--- src/rtl/breathe_pwm_gen.sv ---
// Multi-channel breathing-LED generator: per-channel prescaled level counters
// (triangle / saw up / saw down / hold) feeding PWM compares against a shared counter.
module breathe_pwm_gen #(
    parameter int CH               = 4,
    parameter int W                = 8,
    parameter int PRE_W            = 16,
    parameter int DEFAULT_PEAK     = 255,
    parameter int DEFAULT_PRESCALE = 1000
) (
    input  logic                                clk,
    input  logic                                rst,
    input  logic [CH-1:0]                       en,
    input  logic                                cfg_we,
    input  logic [((CH > 1) ? $clog2(CH) : 1)-1:0] cfg_ch,
    input  logic [1:0]                          cfg_addr,
    input  logic [PRE_W-1:0]                    cfg_wdata,
    output logic [CH*W-1:0]                     level,
    output logic [CH-1:0]                       pwm_out,
    output logic [CH-1:0]                       peak_pulse,
    output logic [CH-1:0]                       zero_pulse
);

    localparam logic [1:0] MODE_TRI  = 2'd0;
    localparam logic [1:0] MODE_UP   = 2'd1;
    localparam logic [1:0] MODE_DN   = 2'd2;
    localparam logic [1:0] MODE_HOLD = 2'd3;
    localparam logic [1:0] ADDR_PRE  = 2'd0;
    localparam logic [1:0] ADDR_PEAK = 2'd1;
    localparam logic [1:0] ADDR_MODE = 2'd2;
    localparam logic [W-1:0]     LVL_ONE  = {{(W-1){1'b0}}, 1'b1};
    localparam logic [PRE_W-1:0] CNT_ONE  = {{(PRE_W-1){1'b0}}, 1'b1};
    localparam logic [W-1:0]     PEAK_RST = W'(DEFAULT_PEAK);
    localparam logic [PRE_W-1:0] PRE_RST  = PRE_W'(DEFAULT_PRESCALE);

    logic [PRE_W-1:0] prescale_q [CH];
    logic [PRE_W-1:0] prescale_d [CH];
    logic [PRE_W-1:0] cnt_q [CH];
    logic [PRE_W-1:0] cnt_d [CH];
    logic [W-1:0]     peak_q [CH];
    logic [W-1:0]     peak_d [CH];
    logic [W-1:0]     level_q [CH];
    logic [W-1:0]     level_d [CH];
    logic [1:0]       mode_q [CH];
    logic [1:0]       mode_d [CH];
    logic [CH-1:0]    dir_q, dir_d;   // 1 = descending (triangle only)
    logic [W-1:0]     pwm_cnt_q, pwm_cnt_d;
    logic [CH-1:0]    pwm_out_q, pwm_out_d;
    logic [CH-1:0]    peak_pulse_q, peak_pulse_d;
    logic [CH-1:0]    zero_pulse_q, zero_pulse_d;
    logic [CH-1:0]    wr_s, run_s, tick_s;
    logic [W-1:0]     step_level_s [CH];
    logic [CH-1:0]    step_dir_s;

    // Write-target decode and prescaler tick; a write to a channel swallows its tick.
    always_comb begin
        for (int i = 0; i < CH; i++) begin
            wr_s[i]   = cfg_we && (cfg_addr != 2'd3) && (int'(cfg_ch) == i);
            run_s[i]  = en[i] && (mode_q[i] != MODE_HOLD);
            tick_s[i] = run_s[i] && (cnt_q[i] == prescale_q[i]) && !wr_s[i];
        end
    end

    // Level and direction that a tick would produce in the current mode.
    always_comb begin
        for (int i = 0; i < CH; i++) begin
            step_level_s[i] = level_q[i];
            step_dir_s[i]   = dir_q[i];
            case (mode_q[i])
                MODE_TRI: begin
                    if (!dir_q[i]) begin
                        if (level_q[i] == peak_q[i]) begin
                            step_level_s[i] = level_q[i] - LVL_ONE;
                            step_dir_s[i]   = 1'b1;
                        end else begin
                            step_level_s[i] = level_q[i] + LVL_ONE;
                        end
                    end else begin
                        if (level_q[i] == {W{1'b0}}) begin
                            step_level_s[i] = level_q[i] + LVL_ONE;
                            step_dir_s[i]   = 1'b0;
                        end else begin
                            step_level_s[i] = level_q[i] - LVL_ONE;
                        end
                    end
                end
                MODE_UP: step_level_s[i] = (level_q[i] == peak_q[i]) ? {W{1'b0}} : level_q[i] + LVL_ONE;
                MODE_DN: step_level_s[i] = (level_q[i] == {W{1'b0}}) ? peak_q[i] : level_q[i] - LVL_ONE;
                default: step_level_s[i] = level_q[i];
            endcase
        end
    end

    // Next state: prescaler, tick-driven step with pulses, then config writes on top.
    always_comb begin
        pwm_cnt_d = pwm_cnt_q + LVL_ONE;
        for (int i = 0; i < CH; i++) begin
            prescale_d[i]   = prescale_q[i];
            peak_d[i]       = peak_q[i];
            mode_d[i]       = mode_q[i];
            level_d[i]      = level_q[i];
            dir_d[i]        = dir_q[i];
            peak_pulse_d[i] = 1'b0;
            zero_pulse_d[i] = 1'b0;
            pwm_out_d[i]    = (pwm_cnt_q < level_q[i]);
            if (!run_s[i]) begin
                cnt_d[i] = cnt_q[i];
            end else if (cnt_q[i] == prescale_q[i]) begin
                cnt_d[i] = {PRE_W{1'b0}};
            end else begin
                cnt_d[i] = cnt_q[i] + CNT_ONE;
            end
            // With peak=0 the level is pinned at 0, so a tick must not move it.
            if (tick_s[i] && (peak_q[i] != {W{1'b0}})) begin
                level_d[i]      = step_level_s[i];
                dir_d[i]        = step_dir_s[i];
                peak_pulse_d[i] = (step_level_s[i] == peak_q[i]);
                zero_pulse_d[i] = (step_level_s[i] == {W{1'b0}});
            end else begin
                level_d[i] = level_q[i];
            end
            if (wr_s[i]) begin
                case (cfg_addr)
                    ADDR_PRE: begin
                        prescale_d[i] = cfg_wdata;
                        cnt_d[i]      = {PRE_W{1'b0}};
                    end
                    ADDR_PEAK: begin
                        peak_d[i] = cfg_wdata[W-1:0];
                        if (level_q[i] > cfg_wdata[W-1:0]) begin
                            level_d[i] = cfg_wdata[W-1:0];
                            dir_d[i]   = 1'b1;
                        end else begin
                            level_d[i] = level_q[i];
                        end
                    end
                    ADDR_MODE: begin
                        mode_d[i]  = cfg_wdata[1:0];
                        level_d[i] = {W{1'b0}};
                        dir_d[i]   = 1'b0;
                        cnt_d[i]   = {PRE_W{1'b0}};
                    end
                    default: mode_d[i] = mode_q[i];
                endcase
            end else begin
                mode_d[i] = mode_q[i];
            end
        end
    end

    // State registers; reset restores the default configuration and overrides writes.
    always_ff @(posedge clk) begin
        if (rst) begin
            for (int i = 0; i < CH; i++) begin
                prescale_q[i] <= PRE_RST;
                cnt_q[i]      <= {PRE_W{1'b0}};
                peak_q[i]     <= PEAK_RST;
                level_q[i]    <= {W{1'b0}};
                mode_q[i]     <= MODE_TRI;
            end
            dir_q        <= {CH{1'b0}};
            pwm_cnt_q    <= {W{1'b0}};
            pwm_out_q    <= {CH{1'b0}};
            peak_pulse_q <= {CH{1'b0}};
            zero_pulse_q <= {CH{1'b0}};
        end else begin
            for (int i = 0; i < CH; i++) begin
                prescale_q[i] <= prescale_d[i];
                cnt_q[i]      <= cnt_d[i];
                peak_q[i]     <= peak_d[i];
                level_q[i]    <= level_d[i];
                mode_q[i]     <= mode_d[i];
            end
            dir_q        <= dir_d;
            pwm_cnt_q    <= pwm_cnt_d;
            pwm_out_q    <= pwm_out_d;
            peak_pulse_q <= peak_pulse_d;
            zero_pulse_q <= zero_pulse_d;
        end
    end

    for (genvar g = 0; g < CH; g++) begin : g_level
        assign level[g*W +: W] = level_q[g];
    end

    assign pwm_out    = pwm_out_q;
    assign peak_pulse = peak_pulse_q;
    assign zero_pulse = zero_pulse_q;

endmodule

--- config.mk ---
export PLATFORM = sky130hd
export DESIGN_NAME = breathe_pwm_gen
export DESIGN_NICKNAME = d
export VERILOG_FILES = /design/src/rtl/breathe_pwm_gen.sv
export SDC_FILE = /design/constraint.sdc
export NUM_CORES = 1
export LEC_CHECK = 0
export CAP_MARGIN = 20
export CORE_MARGIN = 4
export CORE_UTILIZATION = 69
export CTS_CLUSTER_DIAMETER = 30
export DETAILED_ROUTE_END_ITERATION = 10
export DONT_BUFFER_PORTS = 1
export GPL_ROUTABILITY_DRIVEN = 1
export PLACE_DENSITY = 0.85
export RECOVER_POWER = 100
export SYNTH_ARGS = -nofsm -noshare
export SYNTH_HDL_FRONTEND = slang
export SYNTH_SLANG_ARGS = --single-unit
--- constraint.sdc ---
create_clock -name clk -period 6.48 [get_ports clk]
set_clock_uncertainty 0.05 [all_clocks]
set_input_delay 0.972 -clock clk [delete_from_list [all_inputs] [get_ports clk]]
set_output_delay 0.972 -clock clk [all_outputs]
set_load 0.005 [all_outputs]
Word level (Yosys, flattened, before mapping)

Memory sizes are Yosys's and may differ from the RTL's.
Cells that the tools add are included.
W data, S select, Z words.

RAM bits: 200
Register bits after elaboration: 24
Output and inout bits: 44
Memories: 5
Input bits: 27

Mux-type cells: 135
Eq/ne operators: 30
Add/sub/neg operators: 13
Bitwise gates (word level): 24
Magnitude comparators: 8
Reduce and logical (&&, ||, !) cells: 48

Memory list:

| name       | depth | bits a word | read ports | clocked after Yosys merged registers in | write ports | RTL line | RTL |
|---|---|---|---|---|---|---|---|
| cnt_q      | 4     | 16          | 4          | 0                                       | 4           | 37       | `logic [PRE_W-1:0] cnt_q [CH];` |
| prescale_q | 4     | 16          | 4          | 0                                       | 4           | 35       | `logic [PRE_W-1:0] prescale_q [CH];` |
| level_q    | 4     | 8           | 4          | 0                                       | 4           | 41       | `logic [W-1:0] level_q [CH];` |
| peak_q     | 4     | 8           | 4          | 0                                       | 4           | 39       | `logic [W-1:0] peak_q [CH];` |
| mode_q     | 4     | 2           | 4          | 0                                       | 4           | 43       | `logic [1:0] mode_q [CH];` |

Operator list:

| cell                    | number |
|---|---|
| $mux W16                | 32 |
| $mux W8                 | 48 |
| $pmux W8 S3             | 4 |
| $add A16 B1 Y16 const B | 4 |
| $eq A16 B16 Y1          | 4 |
| $eq A8 B8 Y1            | 8 |
| $logic_not A8 Y1        | 8 |
| $pmux W8 S2             | 4 |
| $add A8 B1 Y8 const B   | 5 |
| $gt A8 B8 Y1            | 4 |
| $lt A8 B8 Y1            | 4 |
| $reduce_bool A8 Y1      | 4 |
| $sub A8 B1 Y8 const B   | 4 |
| $mux W1                 | 31 |
| $mux W2                 | 12 |
| $logic_and A1 B1 Y1     | 21 |
| $or A1 B1 Y1            | 20 |
| $eq A2 B2 Y1 const B    | 7 |
| $eq A2 B1 Y1 const B    | 6 |
| $logic_not A2 Y1        | 6 |
| $ne A2 B2 Y1 const B    | 5 |
| $reduce_or A2 Y1        | 5 |
| $pmux W1 S2             | 4 |
| $logic_not A1 Y1        | 4 |
| $not A1 Y1              | 4 |

Longest topological paths before layout

Word-level depth: 10
Depth in mapped cells: 14
Mapped depth without buffers: 10

Worst setup path after synthesis

No wires, ideal clock.

Path kind: in2reg
Start: in cfg_wdata[1]
End: mem level_q[1][1]
Stages: 13
Data required time: 6.338 ns
Arrival: 3.349 ns
Slack: 2.988 ns
Library setup time: 0.092 ns
Path buffers: 3
Cells stage by stage: clkbuf_1 buf_1 inv_1 ha_1 nor2b_1 o21a_1 o21a_1 o21ai_0 nand3b_1 a21oi_1 clkbuf_1 nor2_1 o32ai_1

RTL lines:

| element         | RTL line | RTL |
|---|---|---|
| start, declared | 16       | `input logic [PRE_W-1:0] cfg_wdata,` |
| end, declared   | 41       |  |

==> out/results.tsv <==
metric	value	unit
outcome	finished, violations left	
failing checks	capacitance limit, slew limit	
number of synthesized flops with an enable pin	0	
Synth Cell Area	15300	sq um
VDD IR max	257	uV
unrepaired setup endpoints after global routing	no	
final core utilization	0.774	
DR vias	15500	
Synth area leaders	dfxtp_1, nand2_1, ha_1	
Leakage Power	6.39	nW
top-area cell type share of the netlist area	0.292	
# DRC	0	
average cell area after synthesis	7.59	sq um
share of cells above drive strength 1	0.0570	
multi-input gate area in the final layout	10100	sq um
die width	157	microns
Detail Route Antenna Nets	0	
drt wl/cell	22.3	microns
Final WS setup	2.35	ns
met2 usage	0.654	
io pins	71	
Resize count post-CTS	0	
slowest stage delay, CP	1.52	ns
crit-path max FO	11	
initial core utilization	0.703	
critical path cell sequence	xnor2_1 > nand4_1 > nor4_1 > nor4b_1 > a21oi_1 > a22o_1 > a211oi_1 > a211oi_1	
PortBufs	0	
main flop type after synthesis	dfxtp_1	
Crit path arrival time	4.48	ns
dpl hpwl	33200	microns
pwr dens	250	nW/um^2
WS Path Type	reg -> reg	
RR Startpoint	cnt_q[1][9]	
CTS root buffer	clkbuf_16	
clk_lat worst skew	0.56	ns
hold_buf cts	0	
RePlAce Congestion	1.04	
Total Routed Length	50400	microns
normalized max-slew margin	-0.255	
die area	24700	sq um
first-pass GRT wire length	79700	microns
vias per cell	6.84	
CTS tree	done	
cell mode on critical path	a211oi_1	
drt first pass iters	6	
final number of hold-violating endpoints	0	
met1 Use GR	0.497	
Synth async-reset ratio	0	
min Tclk post-route	4.13	ns
Area Overhead vs Synth	10.0	%
hold_sp	prescale_q[0][4]	
busiest grt layer	met2	
crit path capture type	flop	
row cnt	54	
GRT Total Usage	0.398	
Period Utilization, post-route	0.637	
initial antenna violation count	0	
Synth area leader	dfxtp_1	
Slowest-stage cell, CP	nor4b_1	
Req. time, crit path	6.83	ns
sequential fraction of the synthesis area	0.292	
number of setup violations in the final report	0	
yosys warns	0	
Tightest Hold Check Type	reg -> reg	
M3 GR Usage	0.0932	
post-CTS setup buffer count	0	
Setup TNS	0	ns
Distinct cells, synth	83	
gr ovfl total	0	
Chip Height	157	microns
placed cell count	2178	
pins over their slew limit	12	
vias in the first global route	15100	
clock sinks	224	
Final #Nets	2055	
critical path startpoint category	flop	
CTS H-tree depth	2	
measured slew at the worst slew-check pin	1.86	ns
post-synthesis instance total	2021	
clk buf depth	3	
core area	21800	sq um
Post-Syn Nets	2129	
fmax	242	MHz
Yosys reg bits	224	
antenna cells	0	
clk slew on worst S/H paths	0.05	ns
crit path from	cnt_q[1][9]	
CTS buffer count	47	
FF+latch area	4480	sq um
Initial DRC Count	1735	
pre-CTS WS	2.95	ns
# fillers	1516	
maxcap violations	1	
post-route non-filler standard cell count	2261	
pin count of the biggest net entering global routing	165	
## per-layer routing
metal  routed length [microns]  vias up  share of wire
met5                         0        -              0
met4                      2360        0          0.047
met3                      5530      206           0.11
met2                     23400      956           0.47
met1                     19000     7272           0.38
li1                          -     7032              -
## through the flow
stage	hold WS [ns]	cell area [sq um]	power, mW
after floorplan	0.392	15300	1.66
after global placement	0.397	15300	1.69
after detailed placement	0.402	15300	1.70
after CTS	0.411	16900	4.21
after global routing	0.434	16900	4.32
final	0.421	16900	4.22
## path summary, 6_finish.rpt
| kind | endpoint | slack [ns] | depth (start not counted) |
|---|---|---|---|
| max | level_q[1][7] | 2.35 | 8 |
| min | prescale_q[0][4] | 0.42 | 2 |
| max reg2reg | level_q[1][7] | 2.35 | 8 |
| min reg2reg | prescale_q[0][4] | 0.42 | 2 |
## placed cells by master, fill, tap and decap left out, drive strengths merged, types with 12 or more instances in the layout
cell type  count
nor4          31
ha            81
nand4         40
and2          25
a21o          47
nand3         74
dfxtp        224
nor3          33
o21a          16
clkbuf        60
a31oi         21
o21ai         75
inv           69
nand2b        18
a221oi        15
a211oi        27
nand3b        56
nor2b         16
nand2        334
and3          34
or3           12
a21oi        139
xor2          84
xnor2        108
nor2         147
a311oi        12
## synth_stat cells, drive strengths merged (5+ instances only)
cell type / number
o211ai: 9
nor3: 33
or2: 10
nand3: 74
a211o: 10
nand2: 334
and3: 34
nor2: 147
nor3b: 9
a21oi: 139
a22o: 8
a221oi: 15
dfxtp: 224
nor4: 31
o32ai: 6
nor2b: 16
xor2: 84
mux2i: 5
and2: 25
and4: 10
clkbuf: 110
a211oi: 27
o21ai: 75
buf: 24
o22ai: 8
xnor2: 108
ha: 81
o21a: 16
a21o: 47
a31oi: 21
nand3b: 56
nor4b: 6
nand2b: 18
inv: 57
or3: 12
nand4: 40
a311oi: 12
a22oi: 9
## cell families (layout without fill, tap and decap cells)
family / Yosys count / count (layout) / share of synthesized area
DFF: 224 / 224 / 0.292
xor gates and xnor gates: 192 / 192 / 0.110
adders and majority gates: 81 / 81 / 0.0661
AOI/OAI and AO/OA: 453 / 453 / 0.195
and+or+nand+nor: 872 / 872 / 0.284
buffers and inverters: 193 / 153 / 0.0497
muxes: 6 / 6 / 0.00400
## where the power goes
part / internal, mW / total, mW / switching, mW
registers: 1.40 / 1.44 / 0.0402
logic: 0.103 / 0.245 / 0.142
clock network: 1.70 / 2.54 / 0.839
total: 3.20 / 4.22 / 1.02
## area by class of cell
| class | instances | area share |
|---|---|---|
| multi-input cells | 1604 | 0.597 |
| flip-flops and latches | 224 | 0.266 |
| clock buffers | 56 | 0.0753 |
| clock inverters | 27 | 0.0239 |
| well taps | 280 | 0.0207 |
| inverters | 59 | 0.0131 |
| repair buffers | 11 | 0.00400 |
## worst max-delay path: cells and delay by family, from the launching register on
family	cells	cell delay (ns)
XOR/XNOR	1	0.19
AO/OA/AOI/OAI	4	0.95
AND/OR/NAND/NOR	3	2.31
flip-flops	1	0.44
## state kept, by name, summed over array words and instances, names as in the netlist, 8 cells and up
name,flops
peak_q,32
pwm_cnt_q,8
cnt_q,64
level_q,32
prescale_q,64
mode_q,8
No activity file was read; power rests on OpenSTA's default activity.
